**src/rtl/fetch_queue.sv**
```systemverilog
// Instruction prefetch queue: sequential fetch into a DEPTH-entry FIFO with branch/PC-write redirect.
// Optional feature macro: FETCH_PC_WRITE_EN (PC writes from the memory stage redirect fetch).
module fetch_queue #(
    parameter int              XLEN     = 32,
    parameter int              DEPTH    = 4,
    parameter logic [XLEN-1:0] RESET_PC = '0
) (
    input  logic            clk,
    input  logic            rst,
    output logic            imem_req_o,
    output logic [XLEN-1:0] imem_addr_o,
    input  logic [XLEN-1:0] imem_data_i,
    input  logic            br_taken_i,
    input  logic [XLEN-1:0] br_pc_i,
    input  logic [23:0]     br_off_i,
    input  logic            pc_wr_i,
    input  logic [XLEN-1:0] pc_wr_data_i,
    output logic            inst_valid_o,
    output logic [XLEN-1:0] inst_o,
    output logic [XLEN-1:0] inst_pc_o,
    input  logic            inst_ready_i
);

    localparam int PW = $clog2(DEPTH);
    localparam int CW = $clog2(DEPTH) + 1;

    localparam logic [XLEN-1:0] PC_STEP        = XLEN'(32'd4);
    localparam logic [XLEN-1:0] PC_BRANCH_BIAS = XLEN'(32'd8);
    localparam logic [PW-1:0]   PTR_ONE        = PW'(1'b1);
    localparam logic [CW-1:0]   CNT_ONE        = CW'(1'b1);
    localparam logic [CW-1:0]   CNT_DEPTH      = CW'(DEPTH);

    typedef enum logic [1:0] {
        ST_IDLE  = 2'd0,
        ST_RUN   = 2'd1,
        ST_REDIR = 2'd2
    } state_t;

    state_t            state_r;
    state_t            state_nxt_s;
    logic [XLEN-1:0]   fetch_pc_r;
    logic              inflight_r;
    logic [XLEN-1:0]   inflight_pc_r;
    logic [XLEN-1:0]   mem_inst_r [DEPTH];
    logic [XLEN-1:0]   mem_pc_r   [DEPTH];
    logic [PW-1:0]     rd_ptr_r;
    logic [PW-1:0]     wr_ptr_r;
    logic [CW-1:0]     count_r;

    logic              redirect_s;
    logic [XLEN-1:0]   target_s;
    logic [CW-1:0]     occupancy_s;
    logic              space_s;
    logic              imem_req_s;
    logic              push_s;
    logic              pop_s;

    // Branch target: PC + 8 plus the sign-extended word offset, wrapping in XLEN bits.
    function automatic logic [XLEN-1:0] branch_target(input logic [XLEN-1:0] pc,
                                                      input logic [23:0]     off);
        logic [XLEN-1:0] off_ext;
        off_ext = {{(XLEN-24){off[23]}}, off};
        return pc + PC_BRANCH_BIAS + (off_ext << 2);
    endfunction

    // Redirect source selection; a PC write outranks a taken branch.
    always_comb begin
        redirect_s = br_taken_i;
        target_s   = branch_target(br_pc_i, br_off_i);
`ifdef FETCH_PC_WRITE_EN
        if (pc_wr_i) begin
            redirect_s = 1'b1;
            target_s   = {pc_wr_data_i[XLEN-1:2], 2'b00};
        end else begin
            redirect_s = br_taken_i;
        end
`endif
    end

`ifndef FETCH_PC_WRITE_EN
    logic unused_pc_wr_s;
    assign unused_pc_wr_s = ^{pc_wr_i, pc_wr_data_i};
`endif

    // Queued entries plus the outstanding response must stay within DEPTH.
    always_comb begin
        occupancy_s = count_r + {{(CW-1){1'b0}}, inflight_r};
        space_s     = (occupancy_s < CNT_DEPTH);
    end

    // State register.
    always_ff @(posedge clk) begin
        if (rst) begin
            state_r <= ST_IDLE;
        end else begin
            state_r <= state_nxt_s;
        end
    end

    // Next-state and fetch request decode.
    always_comb begin
        state_nxt_s = state_r;
        imem_req_s  = 1'b0;
        case (state_r)
            ST_IDLE: begin
                if (redirect_s) begin
                    state_nxt_s = ST_REDIR;
                end else begin
                    state_nxt_s = ST_RUN;
                end
            end
            ST_RUN, ST_REDIR: begin
                if (redirect_s) begin
                    state_nxt_s = ST_REDIR;
                end else begin
                    state_nxt_s = ST_RUN;
                    imem_req_s  = space_s & ~rst;
                end
            end
            default: begin
                state_nxt_s = ST_IDLE;
            end
        endcase
    end

    always_comb begin
        pop_s  = (count_r != '0) & inst_ready_i;
        push_s = inflight_r & ~redirect_s;
    end

    // Fetch PC and in-flight tracking.
    always_ff @(posedge clk) begin
        if (rst) begin
            fetch_pc_r    <= RESET_PC;
            inflight_r    <= 1'b0;
            inflight_pc_r <= '0;
        end else begin
            if (redirect_s) begin
                fetch_pc_r <= target_s;
            end else if (imem_req_s) begin
                fetch_pc_r <= fetch_pc_r + PC_STEP;
            end else begin
                fetch_pc_r <= fetch_pc_r;
            end
            inflight_r <= imem_req_s;
            if (imem_req_s) begin
                inflight_pc_r <= fetch_pc_r;
            end else begin
                inflight_pc_r <= inflight_pc_r;
            end
        end
    end

    // FIFO storage, pointers and count; a redirect discards everything, including a same-cycle pop.
    always_ff @(posedge clk) begin
        if (rst) begin
            mem_inst_r <= '{default: '0};
            mem_pc_r   <= '{default: '0};
            rd_ptr_r   <= '0;
            wr_ptr_r   <= '0;
            count_r    <= '0;
        end else if (redirect_s) begin
            rd_ptr_r <= '0;
            wr_ptr_r <= '0;
            count_r  <= '0;
        end else begin
            if (push_s) begin
                mem_inst_r[wr_ptr_r] <= imem_data_i;
                mem_pc_r[wr_ptr_r]   <= inflight_pc_r;
                wr_ptr_r             <= wr_ptr_r + PTR_ONE;
            end
            if (pop_s) begin
                rd_ptr_r <= rd_ptr_r + PTR_ONE;
            end
            case ({push_s, pop_s})
                2'b10:   count_r <= count_r + CNT_ONE;
                2'b01:   count_r <= count_r - CNT_ONE;
                default: count_r <= count_r;
            endcase
        end
    end

    assign imem_req_o   = imem_req_s;
    assign imem_addr_o  = fetch_pc_r;
    assign inst_valid_o = (count_r != '0);
    assign inst_o       = mem_inst_r[rd_ptr_r];
    assign inst_pc_o    = mem_pc_r[rd_ptr_r];

endmodule

```
**config.mk**
```make
export PLATFORM = sky130hd
export DESIGN_NAME = fetch_queue
export DESIGN_NICKNAME = d
export VERILOG_FILES = /design/src/rtl/fetch_queue.sv
export SDC_FILE = /design/constraint.sdc
export NUM_CORES = 1
export LEC_CHECK = 0
export ABC_AREA = 1
export CAP_MARGIN = 20
export CORE_MARGIN = 2
export CORE_UTILIZATION = 30
export DETAILED_ROUTE_END_ITERATION = 8
export PLACE_DENSITY = 0.56
export SKIP_LAST_GASP = 1
export SYNTH_ARGS = -nofsm -noshare
export SYNTH_HDL_FRONTEND = slang
export SYNTH_SLANG_ARGS = --single-unit
```
**constraint.sdc**
```tcl
create_clock -name clk -period 3.2 [get_ports clk]
set_clock_uncertainty 0.15 [all_clocks]
set_input_delay 0.64 -clock clk [delete_from_list [all_inputs] [get_ports clk]]
set_output_delay 0.64 -clock clk [all_outputs]
set_load 0.02 [all_outputs]
```
# Word level (Yosys, flattened, before mapping)
# Index checks and enable logic that the tools add are counted.
[totals] reg_bits=330
[classes] n_eq_ne=4 n_reduce_logical=10 order_cmp=4 n_mux=16 addsub=8 bitwise_logic=8
[op_table] op="$bwmux 128" count=2
[op_table] op="$mux 32" count=7
[op_table] op="$bmux 32 s2" count=2
[op_table] op="$demux 32 s2" count=1
[op_table] op="$add 32x3->32 const B" count=1
[op_table] op="$add 32x32->32" count=1
[op_table] op="$add 32x4->32 const B" count=1
[op_table] op="$ge 3x3->1 const B" count=2
[op_table] op="$not 2->3" count=2
[op_table] op="$pmux 3 s2" count=1
[op_table] op="$reduce_or 2->1" count=3
[op_table] op="$add 2x1->2 const B" count=2
[op_table] op="$eq 2x1->1 const B" count=2
[op_table] op="$eq 2x2->1 const B" count=2
[op_table] op="$reduce_bool 2->1" count=2
[op_table] op="$add 3x1->3" count=1
[op_table] op="$add 3x1->3 const B" count=1
[op_table] op="$and 1x1->1" count=3
[op_table] op="$lt 3x1->1 const B" count=1
[op_table] op="$lt 3x3->1 const B" count=1
[op_table] op="$not 1->1" count=3
[op_table] op="$reduce_bool 3->1" count=1
[op_table] op="$reduce_or 3->1" count=1
[op_table] op="$sub 3x1->3 const B" count=1
[op_table] op="other kinds (5)" count=6

# Logic depth before layout (Yosys ltp)
[logic_depth] word_depth=7 ltp_mapped=18 mapped_depth_nobuf=18

# Worst setup path after synthesis
# OpenSTA, ideal clock, no wires.
[synth_path] kind="in2reg" start="input port br_pc_i[3]" end="register fetch_pc_r[31], in the netlist imem_addr_o[31]" stages=17 setup_slack_ns=0.572 t_arrival_ns=2.368 cell_sequence="inv_1 ha_1 inv_1 ha_1 fa_1 nand2_1 inv_1 nand2_1 nand3_1 nand3_1 nand3_1 nand2_1 nand2_1 nand2_1 nand3_1 nand2_1 nor2_1"
[synth_via] elab_chain_cells=3
[synth_lines] element="from (decl)" line="14" rtl="input logic [XLEN-1:0] br_pc_i,"
[synth_lines] element="$add 32x4->32" line="63" rtl="return pc + PC_BRANCH_BIAS + (off_ext << 2);"
[synth_lines] element="$add 32x32->32" line="63"
[synth_lines] element="$mux 32" line="138" rtl="if (redirect_s) begin"
[synth_lines] element="to (signal assigned)" line="139" rtl="fetch_pc_r <= target_s;"
[synth_lines] element="to (signal assigned)" line="141" rtl="fetch_pc_r <= fetch_pc_r + PC_STEP;"
[synth_lines] element="to (signal assigned)" line="143" rtl="fetch_pc_r <= fetch_pc_r;"
[synth_lines] element="to (decl)" line="41" rtl="logic [XLEN-1:0] fetch_pc_r;"
# No other way between the ends.
# A chain may end at the register's enable or synchronous reset.

# Worst setup path in the final report
[layout_path] start="register rd_ptr_r[0]" end="output port inst_o[11]"
[layout_via] elab_chain_cells=4
[layout_lines] element="from (decl)" line="46" rtl="logic [PW-1:0] rd_ptr_r;"
[layout_lines] element="from (signal assigned)" line="173" rtl="rd_ptr_r <= rd_ptr_r + PTR_ONE;"
[layout_lines] element="$not 2->3 (implied by the code)" line="186" rtl="assign inst_o = mem_inst_r[rd_ptr_r];"
[layout_lines] element="$bmux 32 s2" line="186"
[layout_lines] element="$mux 32 (implied by the code) (2 in a row)" line="186"
[layout_lines] element="to (decl)" line="19" rtl="output logic [XLEN-1:0] inst_o,"
# No other way between the ends. The select of a mux whose other input is x is not followed.

==> results.cfg <==
[status]
status = finished clean

[placed_design]
dp_slack_ps = -116
port_buffers = 189
gp_congestion = 0.887
dpl.hpwl_mm = 37.6
dpl.cell_count = 3280

[detailed_routing]
drtIter0Drc = 1545
num_vias = 17500
drc = 0
antenna_left = 0
wl_per_cell_microns = 17.5
first_pass_iters = 5
vias_per_cell = 5.22
wl_mm = 58.7

[cells_and_area]
num-nets-final = 2766
area_delta_synth_final_pct = 24.7
layout.cells.non_filler = 3350
antenna_cells = 0
final_common_cell = nand2_1
drive_gt1_frac = 0.0688
final_cell_mix = nand2_1, a21oi_1, dfxtp_1
postLayoutCoreUtil = 0.380

[clock_network]
path_clk_slew_ps = 60
cts-root-buf = clkbuf_16
h-tree-depth = 2
cts_tree = built
insertion_delay_ps = 530
cts_buffers = 37
cts_max_path_buffers = 3
cts.sinks = 330
ctsHoldBuffers = 0

[synthesis]
ys_warn_count = 0
ys_top_cells_by_area = dfxtp_1, nand2_1, a21oi_1, nand3_1, o21ai_0
synth_top_area_share = 0.392
synth_edf_count = 0
postSynthAreaPerCell_sq_um = 6.87
synth-seq-area-share = 0.392
synth-seq-cells = 330
synthFlopType = dfxtp_1
syn_nets = 2648
ys_types = 45
synthCells = 2457
netlist_area_sq_um = 16900
synthArstFlopShare = 0
yosys.area.top_type = dfxtp_1

[global_route]
grt_pass1_wl_mm = 90.9
overflow = 0
gr-usage-all-layers = 0.195
antenna_found_initial = 1
grt_pass1_vias = 16400
grt_max_degree = 165

[power]
p_per_area_nw_per_um2 = 468
peakVddDrop_mv = 0.364
leakage_nw = 8.12
p_total_mw = 9.85

[sta]
fmax_mhz = 319
setup-tns-final_ps = 0
worstMarginPinSlew_ps = 1070
period_share = 0.978
grt_setup_unrepaired = false
finalHoldViolCount = 0
setup_viol = 0
slew_viol_final = 0
period_minus_slack_ps = 3130
fin_ws_ps = 69.8
slew_headroom = 0.285

[setup_path]
r2r_end = count_r[2]
crit_cells = 5
cp_data_arrival_time_ps = 2340
slowest_stage = clkdlybuf4s50_1
end_kind = output pin
crit_type = reg2out
critPathMaxStageDelay_ps = 680
crit_buf_inv = 3
crit_path_start_kind = register
crit_fanout = 35
worstPathRequired_ps = 2410
crit_chain = clkinv_2, bufbuf_16, nor2_1, o22ai_1, clkdlybuf4s50_1
reg2reg_slack_ps = 880
rr_startpoint = count_r[1]
crit_start = rd_ptr_r[0]
ff2ff_path_depth = 11
crit_family = buffers and inverters

[floorplan]
die_x_microns = 241
fp-row-count = 86
dieArea_sq_um = 58200
start_util = 0.305
io_pins = 223
die_h_microns = 241
core_area_sq_um = 55300

[run]
maxCapViolCount = 0

[min_path]
whs_path_depth = 2
hold_start = rst
whs_endpoint = mem_inst_r[37]
min_path_type = in2reg
where the power goes:
group	switching (mW)	internal, mW	total, mW
Sequential	0.124	4.17	4.30
Combinational	0.762	0.495	1.26
Clock	1.73	2.56	4.29
state kept, by name (all words and copies together) (netlist names):
signal         cells
mem_inst_r       128
wr_ptr_r           2
inflight_r         1
rd_ptr_r           2
count_r            3
imem_addr_o       32
mem_pc_r         128
inflight_pc_r     32
state_r            2
area by class of cell:
type                    instances  area (sq um)
repair buffers                257          2670
well taps                     748           936
fillers                      5838         34300
multi-input cells            1818          9100
clock inverters                 9          73.8
clock buffers                  57          1150
inverters                     131           494
flip-flops and latches        330          6610
cells in the mapped netlist (3+ instances only):
library cell and count:
nand2_1 532, a21oi_1 346, dfxtp_1 330, nand3_1 315, nor2_1 195, o21ai_0 185
clkbuf_1 134, inv_1 119, ha_1 64, o22ai_1 64, buf_2 38, xor2_1 15
o21ai_1 13, nand4_1 12, inv_2 11, nor3_2 11, nor3_1 10, o21bai_1 9
nand3b_1 7, a31oi_1 6, buf_1 5, nand2_2 3, nor2_2 3, xnor2_1 3
timing repair:
action / in CTS / in global routing
setup endpoints to repair: 51 / 19
setup buffers: 3 / 0
gates cloned: 1 / 0
resized for setup: 12 / 18
metrics by stage:
| stage | hold WS [ps] | instance area, sq um |
|---|---|---|
| global placement | 295 | 19700 |
| CTS | 277 | 21000 |
| global route | 303 | 21000 |
| detailed placement | 299 | 19700 |
| floorplan | 287 | 16900 |
| finish | 302 | 21000 |
metal layers:
metal,vias to the layer above,track usage,routed length (microns),part of all wire
met1,8248,0.272,26500,0.45
li1,8533,-,-,-
met4,2,0.0479,1040,0.018
met5,-,0,13,0.00022
met3,66,0.0300,4190,0.071
met2,627,0.316,27000,0.46
logic make-up after synthesis:
family | after synthesis | synth area share
compound gates | 632 | 0.195
buf+inv | 309 | 0.0719
fa+ha+maj | 66 | 0.0498
simple gates | 1102 | 0.282
flops | 330 | 0.392
xor+xnor | 18 | 0.00934
worst max-delay path by stage:
stage	endpoint	slack, ps
after floorplan	imem_addr_o[31]	570
after global placement	imem_addr_o[31]	-130
after detailed placement	imem_addr_o[31]	-120
after CTS	inst_pc_o[3]	8
after global routing	inst_o[13]	0.3
final	inst_o[11]	70
worst reg2reg max path, cell delays in order, from the launching register on:
cell	delay [ps]
dfxtp_1	360
inv_1	90
nand3_1	180
nand2_1	160
inv_1	170
ha_1	170
inv_1	70
fa_1	390
a21oi_1	140
o21ai_0	110
o21ai_0	160
a21oi_1	50
No activity file was read; power rests on OpenSTA's default activity.
